===== config.mk =====
export PLATFORM = sky130hd
export DESIGN_NAME = rgb_strip_driver
export DESIGN_NICKNAME = d
export VERILOG_FILES = /design/src/rtl/sk6805_pkg.sv /design/src/rtl/sk6805_serializer.sv /design/src/rtl/rgb_strip_driver.sv
export SDC_FILE = /design/constraint.sdc
export NUM_CORES = 1
export LEC_CHECK = 0
export CORE_ASPECT_RATIO = 0.7
export CORE_MARGIN = 2
export CORE_UTILIZATION = 58
export CTS_CLUSTER_DIAMETER = 40
export DETAILED_ROUTE_END_ITERATION = 10
export PLACE_DENSITY_LB_ADDON = 0.3
export REMOVE_ABC_BUFFERS = 1
export SETUP_SLACK_MARGIN = 0.1
export SLEW_MARGIN = 20
export SYNTH_ARGS = -nofsm -noshare
export SYNTH_HDL_FRONTEND = slang
export SYNTH_HIERARCHICAL = 1
export SYNTH_SLANG_ARGS = --single-unit

===== constraint.sdc =====
create_clock -name clk_10MHz -period 5.98 [get_ports clk_10MHz]
set_input_delay 1.196 -clock clk_10MHz [delete_from_list [all_inputs] [get_ports clk_10MHz]]
set_output_delay 1.196 -clock clk_10MHz [all_outputs]
set_load 0.02 [all_outputs]

===== src/rtl/sk6805_pkg.sv =====
// SK6805 waveform timing constants, serializer state encoding and colour helper
// shared by the strip driver and its serializer.
package sk6805_pkg;

    localparam int T0H    = 3;
    localparam int T1H    = 6;
    localparam int TBIT   = 12;
    localparam int TLATCH = 800;

    typedef enum logic [2:0] {
        IDLE,
        LOAD,
        BIT_HIGH,
        BIT_LOW,
        LATCH
    } ser_state_t;

    // Reorder an RGB pixel into the GRB wire order, dimming each channel.
    function automatic logic [23:0] grb_dim(input logic [23:0] rgb, input logic [2:0] sh);
        logic [7:0] r, g, b;
        r = rgb[23:16] >> sh;
        g = rgb[15:8] >> sh;
        b = rgb[7:0] >> sh;
        return {g, r, b};
    endfunction

endpackage


===== src/rtl/sk6805_serializer.sv =====
// Shifts N_LED pixels out as SK6805 NRZ pulses (LED 0 first, GRB, MSB first)
// followed by the latch gap.
module sk6805_serializer
    import sk6805_pkg::*;
#(
    parameter int N_LED = 4
) (
    input  logic                 clk_10MHz,
    input  logic                 rst,
    input  logic                 start,
    input  logic [N_LED*24-1:0]  tx_data,
    input  logic [2:0]           bright_shift,
    output logic                 rgb_led,
    output logic                 busy
);

    ser_state_t  state;
    logic [23:0] shreg;
    logic [2:0]  shift_q;
    logic [4:0]  bit_idx;
    logic [4:0]  led_idx;
    logic [9:0]  cnt;
    logic [9:0]  hi_end;
    logic [9:0]  lo_end;

    // Pulse split of the bit currently on the wire (shreg[23]).
    assign hi_end = shreg[23] ? 10'(T1H - 1) : 10'(T0H - 1);
    assign lo_end = shreg[23] ? 10'(TBIT - T1H - 1) : 10'(TBIT - T0H - 1);

    always_ff @(posedge clk_10MHz) begin
        if (rst) begin
            state   <= IDLE;
            rgb_led <= 1'b0;
            busy    <= 1'b0;
            shreg   <= '0;
            shift_q <= '0;
            bit_idx <= '0;
            led_idx <= '0;
            cnt     <= '0;
        end else begin
            case (state)
                IDLE: begin
                    if (start) begin
                        state <= LOAD;
                        busy  <= 1'b1;
                    end
                end
                LOAD: begin
                    shift_q <= bright_shift;
                    shreg   <= grb_dim(tx_data[23:0], bright_shift);
                    bit_idx <= '0;
                    led_idx <= '0;
                    cnt     <= '0;
                    rgb_led <= 1'b1;
                    state   <= BIT_HIGH;
                end
                BIT_HIGH: begin
                    if (cnt == hi_end) begin
                        cnt     <= '0;
                        rgb_led <= 1'b0;
                        state   <= BIT_LOW;
                    end else begin
                        cnt <= cnt + 10'd1;
                    end
                end
                BIT_LOW: begin
                    if (cnt == lo_end) begin
                        cnt <= '0;
                        if (bit_idx == 5'd23) begin
                            if (led_idx == 5'(N_LED - 1)) begin
                                state <= LATCH;
                            end else begin
                                led_idx <= led_idx + 5'd1;
                                bit_idx <= '0;
                                shreg   <= grb_dim(tx_data[(int'(led_idx) + 1)*24 +: 24], shift_q);
                                rgb_led <= 1'b1;
                                state   <= BIT_HIGH;
                            end
                        end else begin
                            bit_idx <= bit_idx + 5'd1;
                            shreg   <= {shreg[22:0], 1'b0};
                            rgb_led <= 1'b1;
                            state   <= BIT_HIGH;
                        end
                    end else begin
                        cnt <= cnt + 10'd1;
                    end
                end
                LATCH: begin
                    if (cnt == 10'(TLATCH - 1)) begin
                        cnt   <= '0;
                        busy  <= 1'b0;
                        state <= IDLE;
                    end else begin
                        cnt <= cnt + 10'd1;
                    end
                end
                default: begin
                    state   <= IDLE;
                    busy    <= 1'b0;
                    rgb_led <= 1'b0;
                end
            endcase
        end
    end

endmodule


===== src/rtl/rgb_strip_driver.sv =====
// Samples one pixel per LED from chosen video lines and pushes the frame's
// samples to an SK6805 strip once per frame.
module rgb_strip_driver
    import sk6805_pkg::*;
#(
    parameter int N_LED           = 4,
    parameter int LINES_PER_FRAME = 750,
    parameter int FIRST_LINE      = 115,
    parameter int LINE_STEP       = 180
) (
    input  logic        clk_10MHz,
    input  logic        rst,
    input  logic        H_sync,
    input  logic [23:0] rgb_data,
    input  logic [2:0]  bright_shift,
    output logic        rgb_led,
    output logic        busy,
    output logic        frame_drop
);

    localparam int LCW = (LINES_PER_FRAME > 1) ? $clog2(LINES_PER_FRAME) : 1;

    logic                 hs_s1, hs_s2, hs_s3;
    logic                 line_ev;
    logic                 frame_done;
    logic                 start;
    logic [LCW-1:0]       line_cnt;
    logic [N_LED*24-1:0]  shadow;
    logic [N_LED*24-1:0]  tx_buf;

    assign line_ev    = hs_s2 & ~hs_s3;
    assign frame_done = line_ev && (line_cnt == LCW'(LINES_PER_FRAME - 1));
    assign start      = frame_done && !busy;

    // Shadow keeps filling while a frame is on the wire; tx_buf only changes
    // when the serializer accepts a new frame. Non-blocking updates mean a
    // same-cycle copy sees the old shadow contents.
    always_ff @(posedge clk_10MHz) begin
        if (rst) begin
            hs_s1      <= 1'b0;
            hs_s2      <= 1'b0;
            hs_s3      <= 1'b0;
            line_cnt   <= '0;
            shadow     <= '0;
            tx_buf     <= '0;
            frame_drop <= 1'b0;
        end else begin
            hs_s1      <= H_sync;
            hs_s2      <= hs_s1;
            hs_s3      <= hs_s2;
            frame_drop <= frame_done && busy;
            if (line_ev) begin
                line_cnt <= frame_done ? '0 : line_cnt + LCW'(1);
                for (int k = 0; k < N_LED; k++) begin
                    if (int'(line_cnt) == FIRST_LINE + k*LINE_STEP)
                        shadow[k*24 +: 24] <= rgb_data;
                end
            end
            if (start)
                tx_buf <= shadow;
        end
    end

    sk6805_serializer #(.N_LED(N_LED)) u_ser (
        .clk_10MHz    (clk_10MHz),
        .rst          (rst),
        .start        (start),
        .tx_data      (tx_buf),
        .bright_shift (bright_shift),
        .rgb_led      (rgb_led),
        .busy         (busy)
    );

endmodule


* Yosys cells after proc, flatten, opt, wreduce, memory -nomap -nowiden
Cells that the tools add are included.
Cells by class: multipliers 1, $add $sub $neg 5, equality and inequality tests 21, bitwise operators 4, reductions and logical operators 18, shift-type cells 7, multiplexer cells 34
Operator list (number):
- indexed part select 96 x 32 -> 24 bit | 1
- two-way mux 24 bit | 3
- == test 10 bit (second input constant) | 5
- case mux 24 bit (2 select lines) | 1
- right shift 8 x 3 -> 8 bit | 6
- two-way mux 10 bit | 4
- case mux 10 bit (4 select lines) | 1
- multiplier 32 x 3 -> 29 bit (second input constant) | 1
- two-way mux 5 bit | 6
- two-way mux 3 bit | 7
- adder 10 x 1 -> 10 bit (second input constant) | 2
- == test 10 bit | 2
- case mux 5 bit (2 select lines) | 2
- case mux 3 bit (5 select lines) | 1
- AND reduction 4 bit | 3
- adder 5 x 1 -> 5 bit (second input constant) | 2
- == test 10 x 8 -> 1 bit (second input constant) | 1
- != test 2 x 1 -> 1 bit (second input constant) | 4
- AND reduction 2 bit | 4
- adder 5 x 1 -> 6 bit (second input constant) | 1
- == test 3 x 2 -> 1 bit (second input constant) | 2
- two-way mux 1 bit | 6
- AND reduction 3 bit | 2
- == test 5 x 2 -> 1 bit (second input constant) | 1
- 17 further kinds | 22
Storage, ports and cells: bits in registers 258

* Logic depth before layout (Yosys ltp)
depth in word-level cells 8, gate-level depth with buffers 10

* Hierarchy
The synthesis kept the hierarchy.
By module, submodules not included:
- rgb_strip_driver | cells each 730, sequential area each 4124.0 sq um, area an instance 7558.5 sq um, times used 1
- sk6805_serializer | cells each 576, sequential area each 1041.0 sq um, area an instance 4782.1 sq um, times used 1

* Worst setup path before layout
No wires, ideal clock.
path kind input port to flip-flop, start point input bright_shift[0], end point register u_ser.shreg[18], setup time 134 ps, data arrival time 2705 ps, path slack 3141 ps, stages 7, required time 5846 ps, path through buf_2 -> buf_2 -> mux2_2 -> a22oi_1 -> nor2_1 -> a2111oi_0 -> a211oi_1
Between the ends: cells in the longest elaborated chain, start to end 2
RTL lines:
- start, declared | line rgb_strip_driver.sv:15 | input logic [2:0] bright_shift,
- right shift 8 x 3 -> 8 bit | line sk6805_pkg.sv:22 | g = rgb[15:8] >> sh;
- case mux 24 bit (2 select lines) | line sk6805_serializer.sv:41 | case (state)
- end signal, assigned | line sk6805_serializer.sv:50 | shreg <= grb_dim(tx_data[23:0], bright_shift);
- end signal, assigned | line sk6805_serializer.sv:75 | shreg <= grb_dim(tx_data[(int'(led_idx) + 1)*24 +: 24], shift_q);
- end signal, assigned | line sk6805_serializer.sv:81 | shreg <= {shreg[22:0], 1'b0};
- end, declared | line sk6805_serializer.sv:18 | logic [23:0] shreg;
No other way between the ends. A chain may end at the register's enable or synchronous reset.

* Worst setup path after layout
start point register u_ser.led_idx[1], end point register u_ser.shreg[8]
Between the ends: cells in the longest elaborated chain, start to end 8, elaborated cells between the ends (all ways) 11, those cells by class add/sub: 1; mul: 1; eq/ne: 2; shift: 2; mux: 4; reduce/logical: 1
RTL lines:
- start, declared | line sk6805_serializer.sv:21 | logic [4:0] led_idx;
- start signal, assigned | line sk6805_serializer.sv:73 | led_idx <= led_idx + 5'd1;
- adder 5 x 1 -> 6 bit | line sk6805_serializer.sv:75
- multiplier 32 x 3 -> 29 bit | line sk6805_serializer.sv:75
- indexed part select 96 x 32 -> 24 bit | line sk6805_serializer.sv:75
- right shift 8 x 3 -> 8 bit | line sk6805_pkg.sv:21 | r = rgb[23:16] >> sh;
- two-way mux 24 bit | line sk6805_serializer.sv:70 | if (led_idx == 5'(N_LED - 1)) begin
- two-way mux 24 bit | line sk6805_serializer.sv:69 | if (bit_idx == 5'd23) begin
- two-way mux 24 bit | line sk6805_serializer.sv:67 | if (cnt == lo_end) begin
- case mux 24 bit (2 select lines) | line sk6805_serializer.sv:41
Several ways; a longest one is shown, not always the timed one. The select of a mux whose other input is x is not followed.

==> impl_metrics.env <==
export IMPL_layout_area_overhead_vs_synth_pct=10.5
export IMPL_total_leakage_power_nw=5.53
export IMPL_fp_dieW_um=178
export IMPL_tightest_slew_ps=1130
export IMPL_fin_crit_sh_pct=53.6
export IMPL_grt_pass1_wl_um=49100
export IMPL_fillers=1697
export IMPL_cts_buffer_depth=3
export IMPL_skew_ps=23.7
export IMPL_layout_cells_non_filler=1583
export IMPL_synth_area_per_cell_um2=9.45
export IMPL_cts_sink_count=258
export IMPL_diodes=0
export IMPL_post_cts_setup_buffers=0
export IMPL_setup_ws_ps=2780
export IMPL_drt_pass1_iterations=6
export IMPL_seq_area_um2=5170
export IMPL_crit_top_cell="a211oi_1"
export IMPL_cts_buffers=29
export IMPL_synth_cell_types=83
export IMPL_fin_util_pct=65.5
export IMPL_maxSlewHeadroom_pct=24.8
export IMPL_synth_async_reset_ratio_pct=0
export IMPL_finalPower_mw=4.30
export IMPL_met2_usage_pct=41.1
export IMPL_slew_viol_final=0
export IMPL_final_antenna_net_count=0
export IMPL_yosysWarnings=6
export IMPL_cts_hold_buf=0
export IMPL_placedCellCount=1533
export IMPL_final_cell_mix="dfxtp_1 (256), nand2_1 (254), mux2i_1 (235)"
export IMPL_htreeDepth=1
export IMPL_cp_arrival_ps=3670
export IMPL_busiest_layer="met2"
export IMPL_drt_iter0_drc=885
export IMPL_rsz0062_at_grt="false"
export IMPL_tritoncts="yes"
export IMPL_track_usage_pct=27.0
export IMPL_peakVddDrop_uv=246
export IMPL_drcViolationCount=0
export IMPL_endpoint_kind="register"
export IMPL_cellPowerDensity_nw_per_um2=315
export IMPL_cp_start_kind="register"
export IMPL_synth_ff_type="dfxtp_1"
export IMPL_max_stage_delay_ps=880
export IMPL_use_met3_pct=4.77
export IMPL_die_area_um2=22500
export IMPL_setup_violations=0
export IMPL_seq_area_frac_synth_pct=41.9
export IMPL_cp_cell_sequence="buf_4 > ha_1 > nor4b_2 > a2111oi_2 > a21oi_2 > a211oi_1 > a211oi_1"
export IMPL_antenna_found_initial=0
export IMPL_synth_edf_count=0
export IMPL_fin_nets=1323
export IMPL_vias_per_cell=6.25
export IMPL_num_io_pins=33
export IMPL_cp_required_ps=6440
export IMPL_clkTransAtPathRegs_ps=60
export IMPL_status="finished clean"
export IMPL_gp_congestion=0.984
export IMPL_clk_latency_ps=560
export IMPL_cpMaxStageDelayCell="a21oi_2"
export IMPL_die_h_um=126
export IMPL_post_place_ws_ps=2430
export IMPL_synth_cell_area_um2=12300
export IMPL_gr_total_overflow=0
export IMPL_drt_total_wl_um=30600
export IMPL_grt_use_met1_pct=38.8
export IMPL_wl_per_cell_um=19.3
export IMPL_multiInputGateArea_um2=6660
export IMPL_portBuffers=32
export IMPL_num_rows=44
export IMPL_postCtsResizedCells=0
export IMPL_drv_cap=0
export IMPL_crit_family="compound AO/OA/AOI/OAI gates"
export IMPL_cp_max_fo=50
export IMPL_hold_viol_final=0
export IMPL_fin_crit_ps=3200
export IMPL_start_util_pct=59.3
export IMPL_fmaxAchievable_ghz=0.312
export IMPL_design_core_area_um2=20800
export IMPL_synthCells=1306
export IMPL_hold_class="reg -> reg"
export IMPL_cts_root_buffer="clkbuf_16"
export IMPL_drive_gt1_share_pct=9.33
export IMPL_crit_buf_inv=1
export IMPL_vias=9893
export IMPL_first_global_vias=9292
export IMPL_synth_seq_cells=258
export IMPL_critPathKind="reg -> reg"
export IMPL_grt_max_degree=121
export IMPL_layout_cells_most_common="dfxtp_1"
export IMPL_setup_tns_ps=0
export IMPL_place_hpwl_um=19900
## power by group
group	internal [mW]	total, mW	switching, mW
Combinational	0.233	0.642	0.408
Clock	1.03	1.76	0.738
Sequential	1.80	1.89	0.0873
## cells in the mapped netlist, types with 14 or more instances
| cell type | n | area share [%] |
|---|---|---|
| o211ai_1 | 15 | 0.91 |
| o21ai_0 | 26 | 1.1 |
| o2bb2ai_1 | 18 | 1.3 |
| clkbuf_1 | 58 | 1.8 |
| mux4_2 | 19 | 3.5 |
| nor3_1 | 25 | 1.0 |
| mux2i_1 | 235 | 19 |
| buf_2 | 31 | 1.3 |
| nand3_1 | 16 | 0.65 |
| a21oi_1 | 27 | 1.1 |
| nor2_1 | 55 | 1.7 |
| dfxtp_1 | 258 | 42 |
| nand2b_1 | 17 | 0.86 |
| a211oi_1 | 14 | 0.85 |
| nand2_1 | 254 | 7.7 |
## final timing paths
check / startpoint / endpoint / slack (ps) / depth (start not counted)
min: shadow[44] / tx_buf[44] / 450 / 2
max: u_ser/led_idx[1] / u_ser/shreg[8] / 2780 / 7
max reg2reg: u_ser/led_idx[1] / u_ser/shreg[8] / 2780 / 7
min reg2reg: shadow[44] / tx_buf[44] / 450 / 2
## cell families after synthesis
kind of cell	Yosys count	share of synthesized area [%]
and+or+nand+nor	464	17.7
muxes	265	23.5
DFF	258	41.9
AOI/OAI and AO/OA	188	11.4
buffers and inverters	115	4.25
xor gates and xnor gates	11	0.781
adders and majority gates	5	0.507
## worst register-to-register path: cells and delay by family (launching register included)
family	cells	cell delay, ps
and+or+nand+nor	1	360
adders and majority gates	1	320
DFF	1	310
buffers and inverters	1	560
AOI/OAI and AO/OA	4	1580
## metrics by stage
step | hold slack [ps] | cell area (um2)
after global placement | 444 | 12700
after CTS | 458 | 13600
after detailed placement | 435 | 12700
after floorplan | 414 | 11900
after global routing | 468 | 13600
final | 451 | 13600
## area by class of cell
type,instances,area share (%)
clock buffer,32,5.40
sequential,258,37.9
inverter,15,0.459
timing repair buffer,51,3.36
clock inverter,18,1.51
tap,276,2.53
multi-input combinational,933,48.8
## state kept, by name, indices dropped and copies added (netlist names)
signal,count
hs_s2,1
line_cnt,10
u_ser/led_idx,5
u_ser/rgb_led,1
tx_buf,96
shadow,96
u_ser/bit_idx,5
u_ser/state,3
u_ser/shreg,24
hs_s3,1
u_ser/busy,1
u_ser/cnt,10
frame_drop,1
u_ser/shift_q,3
hs_s1,1
## routing by layer
layer / vias to the layer above / routed length, um
met4: 0 / 833
li1: 4669 / -
met5: - / 0
met1: 4762 / 14100
met2: 392 / 13300
met3: 70 / 2320
No activity file was read; power rests on OpenSTA's default activity.
